### config.mk
export PLATFORM = sky130hd
export DESIGN_NAME = jtag_tap_oversampled
export DESIGN_NICKNAME = d
export VERILOG_FILES = /design/src/rtl/jtag_tap_oversampled.sv
export SDC_FILE = /design/constraint.sdc
export NUM_CORES = 1
export LEC_CHECK = 0
export ABC_AREA = 1
export BUFFER_PORTS_ARGS = -buffer_cell sky130_fd_sc_hd__buf_2
export CELL_PAD_IN_SITES_DETAIL_PLACEMENT = 1
export CELL_PAD_IN_SITES_GLOBAL_PLACEMENT = 1
export CORE_MARGIN = 2
export CORE_UTILIZATION = 41
export CTS_CLUSTER_DIAMETER = 60
export DETAILED_ROUTE_END_ITERATION = 10
export PLACE_DENSITY = 0.79
export SLEW_MARGIN = 30
export SYNTH_ARGS = -nofsm -noshare
export SYNTH_HDL_FRONTEND = slang
export SYNTH_SLANG_ARGS = --single-unit
### constraint.sdc
create_clock -name clk_i -period 2 [get_ports clk_i]
set_input_delay 0.3 -clock clk_i [delete_from_list [all_inputs] [get_ports clk_i]]
set_output_delay 0.3 -clock clk_i [all_outputs]
set_load 0.03 [all_outputs]
### src/rtl/jtag_tap_oversampled.sv
// JTAG TAP responder running entirely in the clk_i domain: the TCK/TMS/TDI/TRSTn pins are
// oversampled and the IEEE 1149.1 TAP advances on detected TCK edges. Data registers: IDCODE, BYPASS, CONFREG.
module jtag_tap_oversampled #(
    parameter int unsigned          IR_WIDTH      = 5,
    parameter logic [31:0]          IDCODE_VALUE  = 32'h249511C3,
    parameter int unsigned          CONFREG_WIDTH = 9,
    parameter logic [IR_WIDTH-1:0]  INSTR_IDCODE  = 5'h01,
    parameter logic [IR_WIDTH-1:0]  INSTR_CONFREG = 5'h06
) (
    input  logic                     clk_i,
    input  logic                     rst_i,
    input  logic                     jtag_tck_i,
    input  logic                     jtag_trst_ni,
    input  logic                     jtag_tms_i,
    input  logic                     jtag_tdi_i,
    output logic                     jtag_tdo_o,
    output logic                     jtag_tdo_en_o,
    output logic [CONFREG_WIDTH-1:0] confreg_o,
    output logic                     confreg_upd_o,
    output logic [3:0]               tap_state_o
);
    localparam int unsigned DR_WIDTH = 32;

    typedef enum logic [3:0] {
        TLR   = 4'd0,  RTI   = 4'd1,  SELDR = 4'd2,  CAPDR = 4'd3,
        SHDR  = 4'd4,  EX1DR = 4'd5,  PADR  = 4'd6,  EX2DR = 4'd7,
        UPDR  = 4'd8,  SELIR = 4'd9,  CAPIR = 4'd10, SHIR  = 4'd11,
        EX1IR = 4'd12, PAIR  = 4'd13, EX2IR = 4'd14, UPIR  = 4'd15
    } tap_state_t;

    typedef enum logic [1:0] {SEL_BYPASS = 2'd0, SEL_IDCODE = 2'd1, SEL_CONFREG = 2'd2} dr_sel_t;

    logic [2:0]               tck_sync_r;
    logic [1:0]               tms_sync_r;
    logic [1:0]               tdi_sync_r;
    logic [1:0]               trst_sync_r;
    tap_state_t               state_r;
    logic [IR_WIDTH-1:0]      ir_r;
    logic [IR_WIDTH-1:0]      ir_shift_r;
    logic [DR_WIDTH-1:0]      dr_shift_r;
    logic [CONFREG_WIDTH-1:0] confreg_r;
    logic                     confreg_upd_r;
    logic                     tdo_r;
    logic                     tdo_en_r;
    logic                     tck_rise_s;
    logic                     tck_fall_s;
    logic                     tms_s;
    logic                     tdi_s;
    logic                     trst_n_s;
    dr_sel_t                  dr_sel_s;
    logic [DR_WIDTH-1:0]      dr_capture_s;
    logic [DR_WIDTH-1:0]      dr_shifted_s;

    function automatic tap_state_t next_state(input tap_state_t s, input logic t);
        case (s)
            TLR:     next_state = t ? TLR   : RTI;
            RTI:     next_state = t ? SELDR : RTI;
            SELDR:   next_state = t ? SELIR : CAPDR;
            CAPDR:   next_state = t ? EX1DR : SHDR;
            SHDR:    next_state = t ? EX1DR : SHDR;
            EX1DR:   next_state = t ? UPDR  : PADR;
            PADR:    next_state = t ? EX2DR : PADR;
            EX2DR:   next_state = t ? UPDR  : SHDR;
            UPDR:    next_state = t ? SELDR : RTI;
            SELIR:   next_state = t ? TLR   : CAPIR;
            CAPIR:   next_state = t ? EX1IR : SHIR;
            SHIR:    next_state = t ? EX1IR : SHIR;
            EX1IR:   next_state = t ? UPIR  : PAIR;
            PAIR:    next_state = t ? EX2IR : PAIR;
            EX2IR:   next_state = t ? UPIR  : SHIR;
            UPIR:    next_state = t ? SELDR : RTI;
            default: next_state = TLR;
        endcase
    endfunction

    // Two-flop pin synchronizers; the third TCK flop provides the edge reference.
    always_ff @(posedge clk_i or posedge rst_i) begin
        if (rst_i) begin
            tck_sync_r  <= 3'b000;
            tms_sync_r  <= 2'b11;
            tdi_sync_r  <= 2'b00;
            trst_sync_r <= 2'b11;
        end else begin
            tck_sync_r  <= {tck_sync_r[1:0], jtag_tck_i};
            tms_sync_r  <= {tms_sync_r[0], jtag_tms_i};
            tdi_sync_r  <= {tdi_sync_r[0], jtag_tdi_i};
            trst_sync_r <= {trst_sync_r[0], jtag_trst_ni};
        end
    end

    assign tck_rise_s = tck_sync_r[1] & ~tck_sync_r[2];
    assign tck_fall_s = ~tck_sync_r[1] & tck_sync_r[2];
    assign tms_s      = tms_sync_r[1];
    assign tdi_s      = tdi_sync_r[1];
    assign trst_n_s   = trst_sync_r[1];

    // Data register selection plus its capture value and one-step shifted value.
    always_comb begin
        dr_capture_s = {DR_WIDTH{1'b0}};
        dr_shifted_s = {DR_WIDTH{1'b0}};
        if (ir_r == INSTR_IDCODE) begin
            dr_sel_s = SEL_IDCODE;
        end else if (ir_r == INSTR_CONFREG) begin
            dr_sel_s = SEL_CONFREG;
        end else begin
            dr_sel_s = SEL_BYPASS;
        end
        case (dr_sel_s)
            SEL_IDCODE: begin
                dr_capture_s = IDCODE_VALUE;
                dr_shifted_s = {tdi_s, dr_shift_r[DR_WIDTH-1:1]};
            end
            SEL_CONFREG: begin
                dr_capture_s[CONFREG_WIDTH-1:0] = confreg_r;
                dr_shifted_s[CONFREG_WIDTH-1:0] = {tdi_s, dr_shift_r[CONFREG_WIDTH-1:1]};
            end
            default: begin
                dr_capture_s = {DR_WIDTH{1'b0}};
                dr_shifted_s[0] = tdi_s;
            end
        endcase
    end

    // TAP state machine with IR/DR actions taken on each TCK rise in the current state.
    always_ff @(posedge clk_i or posedge rst_i) begin
        if (rst_i) begin
            state_r       <= TLR;
            ir_r          <= INSTR_IDCODE;
            ir_shift_r    <= {IR_WIDTH{1'b0}};
            dr_shift_r    <= {DR_WIDTH{1'b0}};
            confreg_r     <= {CONFREG_WIDTH{1'b0}};
            confreg_upd_r <= 1'b0;
        end else begin
            confreg_upd_r <= 1'b0;
            if (!trst_n_s) begin
                // confreg_r deliberately survives TRSTn; only rst_i clears chip configuration.
                state_r    <= TLR;
                ir_r       <= INSTR_IDCODE;
                ir_shift_r <= {IR_WIDTH{1'b0}};
                dr_shift_r <= {DR_WIDTH{1'b0}};
            end else if (tck_rise_s) begin
                case (state_r)
                    CAPIR:   ir_shift_r <= {{(IR_WIDTH-1){1'b0}}, 1'b1};
                    SHIR:    ir_shift_r <= {tdi_s, ir_shift_r[IR_WIDTH-1:1]};
                    UPIR:    ir_r       <= ir_shift_r;
                    CAPDR:   dr_shift_r <= dr_capture_s;
                    SHDR:    dr_shift_r <= dr_shifted_s;
                    UPDR: begin
                        if (dr_sel_s == SEL_CONFREG) begin
                            confreg_r     <= dr_shift_r[CONFREG_WIDTH-1:0];
                            confreg_upd_r <= 1'b1;
                        end
                    end
                    default: ;
                endcase
                if (next_state(state_r, tms_s) == TLR) begin
                    ir_r <= INSTR_IDCODE;
                end
                state_r <= next_state(state_r, tms_s);
            end
        end
    end

    // TDO and its enable change only on TCK falling edges.
    always_ff @(posedge clk_i or posedge rst_i) begin
        if (rst_i) begin
            tdo_r    <= 1'b0;
            tdo_en_r <= 1'b0;
        end else if (tck_fall_s) begin
            if (state_r == SHIR) begin
                tdo_r    <= ir_shift_r[0];
                tdo_en_r <= 1'b1;
            end else if (state_r == SHDR) begin
                tdo_r    <= dr_shift_r[0];
                tdo_en_r <= 1'b1;
            end else begin
                tdo_r    <= 1'b0;
                tdo_en_r <= 1'b0;
            end
        end
    end

    assign jtag_tdo_o    = tdo_r;
    assign jtag_tdo_en_o = tdo_en_r;
    assign confreg_o     = confreg_r;
    assign confreg_upd_o = confreg_upd_r;
    assign tap_state_o   = state_r;

endmodule
==> reports/qor.txt <==
Outcome - complete, no violations
Worst path arrival time - 2.13 ns
Syn_nets - 353
Clk_skew - 0.007627 ns
Max IR drop VDD - 334.9 uV
DP HPWL - 5403 um
CTS tree - done
Final hold vios - 0
Io pins - 22
WHS Path Cells - 1
Setup_tns - 0 ns
Area growth syn-to-layout - 17.48%
Hold WC Path Type - in -> reg
Final Cycle Share - 92.53%
Initial Util - 41.80%
Most common cell in the netlist - nand2_1
Syn Std Cell Area - 2999 um^2
Worst Setup End Kind - register
Measured slew at the worst slew-check pin - 0.5096 ns
Die area - 8015 um^2
Relative slew slack - 65.67%
Vias post-DR - 2515
YS warnings - 0
GR Overflow Total - 0
GP Congestion - 0.9381
Drt pass-1 iters - 4
Final #Nets - 393
CP max stage delay - 0.46 ns
Area of the core - 7176 um^2
CP max-delay cell - dfrtp_2
WP data required - 2.28 ns
Max Root-Sink Buffers - 2
Num rows - 31
Reg2Reg Depth - 11
Synth cell types - 26
Crit path max-delay family - simple AND/OR/NAND/NOR gates
Die W - 89.53 um
Antenna diode count - 0
Fraction of registers with async set/reset - 100.0%
Cells after synthesis - 347
Yosys reg bits - 67
WP buf/inv - 0
Fin Hold WS - 0.05091 ns
Iter 0 DRT Violations - 97
Die height - 89.53 um
GRT Total Usage - 20.82%
DR vias/cell - 5.133
Antenna violations before repair - 0
Total CTS buffers - 9
Synth Flop Type - dfrtp_1
H-Tree Depth - 3
FF-to-FF Start - tap_state_o[3]$_DFFE_PP0P_
Startpoint Class - register
Top cells by area, synth - dfrtp_1, nand2_1, inv_1
Post-synth EDFFs - 0
Final Max Tran Viols - 0
Min Tclk post-route - 1.851 ns
Yosys top cell by area - dfrtp_1
Final setup viols - 0
Clock Latency Late Sink - 0.35 ns
Buffers on Ports - 21
Root Buffer - clkbuf_8
R2R Setup Slk - 0.15 ns
Crit Path Max Fanout - 6
Worst-path cell chain - nor2_1 -> nand2_1 -> o21ai_0 -> nor2_1 -> nor2_1 -> nor2_2 -> nand3_2 -> nand2_2 -> nor2_1 -> nand3_1 -> nand2_1
Number of global-route vias before repair - 2639
First-pass GRT wire length - 12750 um
Drt drc - 0
Clock sink count - 67
Fraction of layout cells with a size suffix above 1 - 21.23%
Drt wl/cell - 15.46 um
PnR worst setup slack - 0.1494 ns
Final Core Density - 49.10%
Routed wire length - 7575 um
CTS clock-pin slew for the worst setup and hold paths - 0.07 ns
Critical path class - reg -> reg
Hold path endpoint - trst_sync_r[0]$_DFF_PP1_
Max Cap Viol - 0
R2r endpoint - ir_r[4]$_DFFE_PP0P_
Worst slack after detailed placement - 0.1293 ns
Seq/Total Area, Yosys - 56.11%
Fmax - 540.4 MHz
CP dominant cell by count - nor2_1
Pin count of the biggest net entering global routing - 32
Pwr dens - 768.1 nW/um^2
Syn Area/Cell - 8.643 um^2
Yosys top cell area share - 51.73%
Startpoint of the worst hold path - jtag_trst_ni
Commonest cells post-synth - nand2_1, dfrtp_1, inv_1
Routed Antenna Nets - 0
Lkg Pwr - 1.743 nW
-- sequential cells by signal, summed over array words and instances (netlist names), 2 cells and up --
name	count
tck_sync_r	3
tap_state_o	4
trst_sync_r	2
ir_shift_r	5
dr_shift_r	32
confreg_o	9
ir_r	5
tms_sync_r	2
tdi_sync_r	2
-- worst max path at each step --
stage / start / end / slack (ns) / depth (start not counted)
floorplan: rst_i / confreg_o[0]$_DFFE_PP0P_ / 0.03 / 1
global placement: tap_state_o[0]$_DFFE_PP0P_ / ir_r[1]$_DFFE_PP0P_ / 0.20 / 12
detailed placement: tap_state_o[0]$_DFFE_PP0P_ / ir_r[4]$_DFFE_PP0P_ / 0.13 / 12
CTS: tap_state_o[0]$_DFFE_PP0P_ / ir_r[4]$_DFFE_PP0P_ / 0.09 / 11
global route: tap_state_o[0]$_DFFE_PP0P_ / ir_r[2]$_DFFE_PP0P_ / -0.01 / 12
finish: tap_state_o[3]$_DFFE_PP0P_ / ir_r[4]$_DFFE_PP0P_ / 0.15 / 11
-- timing repair --
action	4_1_cts	5_1_grt
resized for setup	0	7
hold buffers	1	0
buffers inserted	0	3
endpoints found under the hold margin	10	0
setup endpoints to repair	0	7
-- power by group --
part           switching [W]  internal, W
registers          0.0000150      0.00138
clock network       0.000528     0.000567
logic               0.000155    0.0000614
total               0.000698      0.00201
-- cell type report --
| type | instances | area (um^2) |
|---|---|---|
| Inverter | 54 | 202.7 |
| Clock inverter | 5 | 53.80 |
| Multi-Input combinational cell | 216 | 1074 |
| Clock buffer | 10 | 127.6 |
| Timing Repair Buffer | 39 | 255.2 |
| Fill cell | 875 | 3652 |
| Tap cell | 99 | 123.9 |
| Sequential cell | 67 | 1687 |
-- cell families (layout without fill, tap and decap cells) --
group                  Yosys count  in the layout  synth area share, %
AO/OA/AOI/OAI                   75             75                14.02
buffers and inverters           64            108                8.427
flip-flops                      67             67                56.11
multiplexers                     1              1               0.3754
AND/OR/NAND/NOR                140            140                21.07
-- metal layers --
layer | vias to the layer above | routed length [um] | GRT usage, %
li1 | 1209 | - | -
met1 | 1255 | 3549 | 28.09
met2 | 37 | 3708 | 33.74
met3 | 14 | 186 | 3.878
met4 | 0 | 130 | 7.191
met5 | - | 0 | 0
-- worst register-to-register path: cells and delay by family, from the launching register on --
kind / cells / cell delay [ns]
AO/OA/AOI/OAI: 1 / 0.13
flip-flops: 1 / 0.46
AND/OR/NAND/NOR: 10 / 1.21
-- cells in the final DEF (no fill, tap or decap) --
| cell type | netlist | final |
|---|---|---|
| nor2_1 | 30 | 30 |
| inv_1 | 52 | 50 |
| clkinv_2 | 0 | 3 |
| buf_12 | 0 | 1 |
| dfrtp_2 | 0 | 3 |
| mux2_2 | 1 | 1 |
| inv_6 | 0 | 1 |
| nand2_1 | 65 | 63 |
| a21oi_2 | 1 | 1 |
| nor2_2 | 5 | 5 |
| nor3_1 | 1 | 1 |
| o32ai_1 | 3 | 3 |
| inv_2 | 2 | 4 |
| buf_2 | 4 | 21 |
| o21ai_0 | 35 | 35 |
| bufinv_16 | 0 | 1 |
| clkbuf_1 | 5 | 1 |
| o22ai_1 | 21 | 21 |
| buf_4 | 0 | 16 |
| nand3_2 | 2 | 3 |
| o21ai_1 | 3 | 3 |
| dfstp_2 | 5 | 5 |
| a21oi_1 | 11 | 11 |
| nand4_1 | 4 | 4 |
| nand3_1 | 26 | 25 |
| o221ai_1 | 1 | 1 |
| nand3_4 | 1 | 1 |
| clkbuf_8 | 0 | 9 |
| nor3_2 | 1 | 1 |
| nand2_4 | 1 | 1 |
| nand2_2 | 4 | 6 |
| dfrtp_1 | 62 | 59 |
| dlygate4sd3_1 | 0 | 1 |
-- through the flow --
step           instances  area [um^2]  power, W
5_1_grt              490         3523  0.002820
3_3_place_gp         471         3296  0.001624
4_1_cts              487         3487  0.002724
6_report             490         3523  0.002706
2_1_floorplan        347         2999  0.001561
3_5_place_dp         471         3296  0.001633
Note: power is estimated with default switching activity, not from simulation.
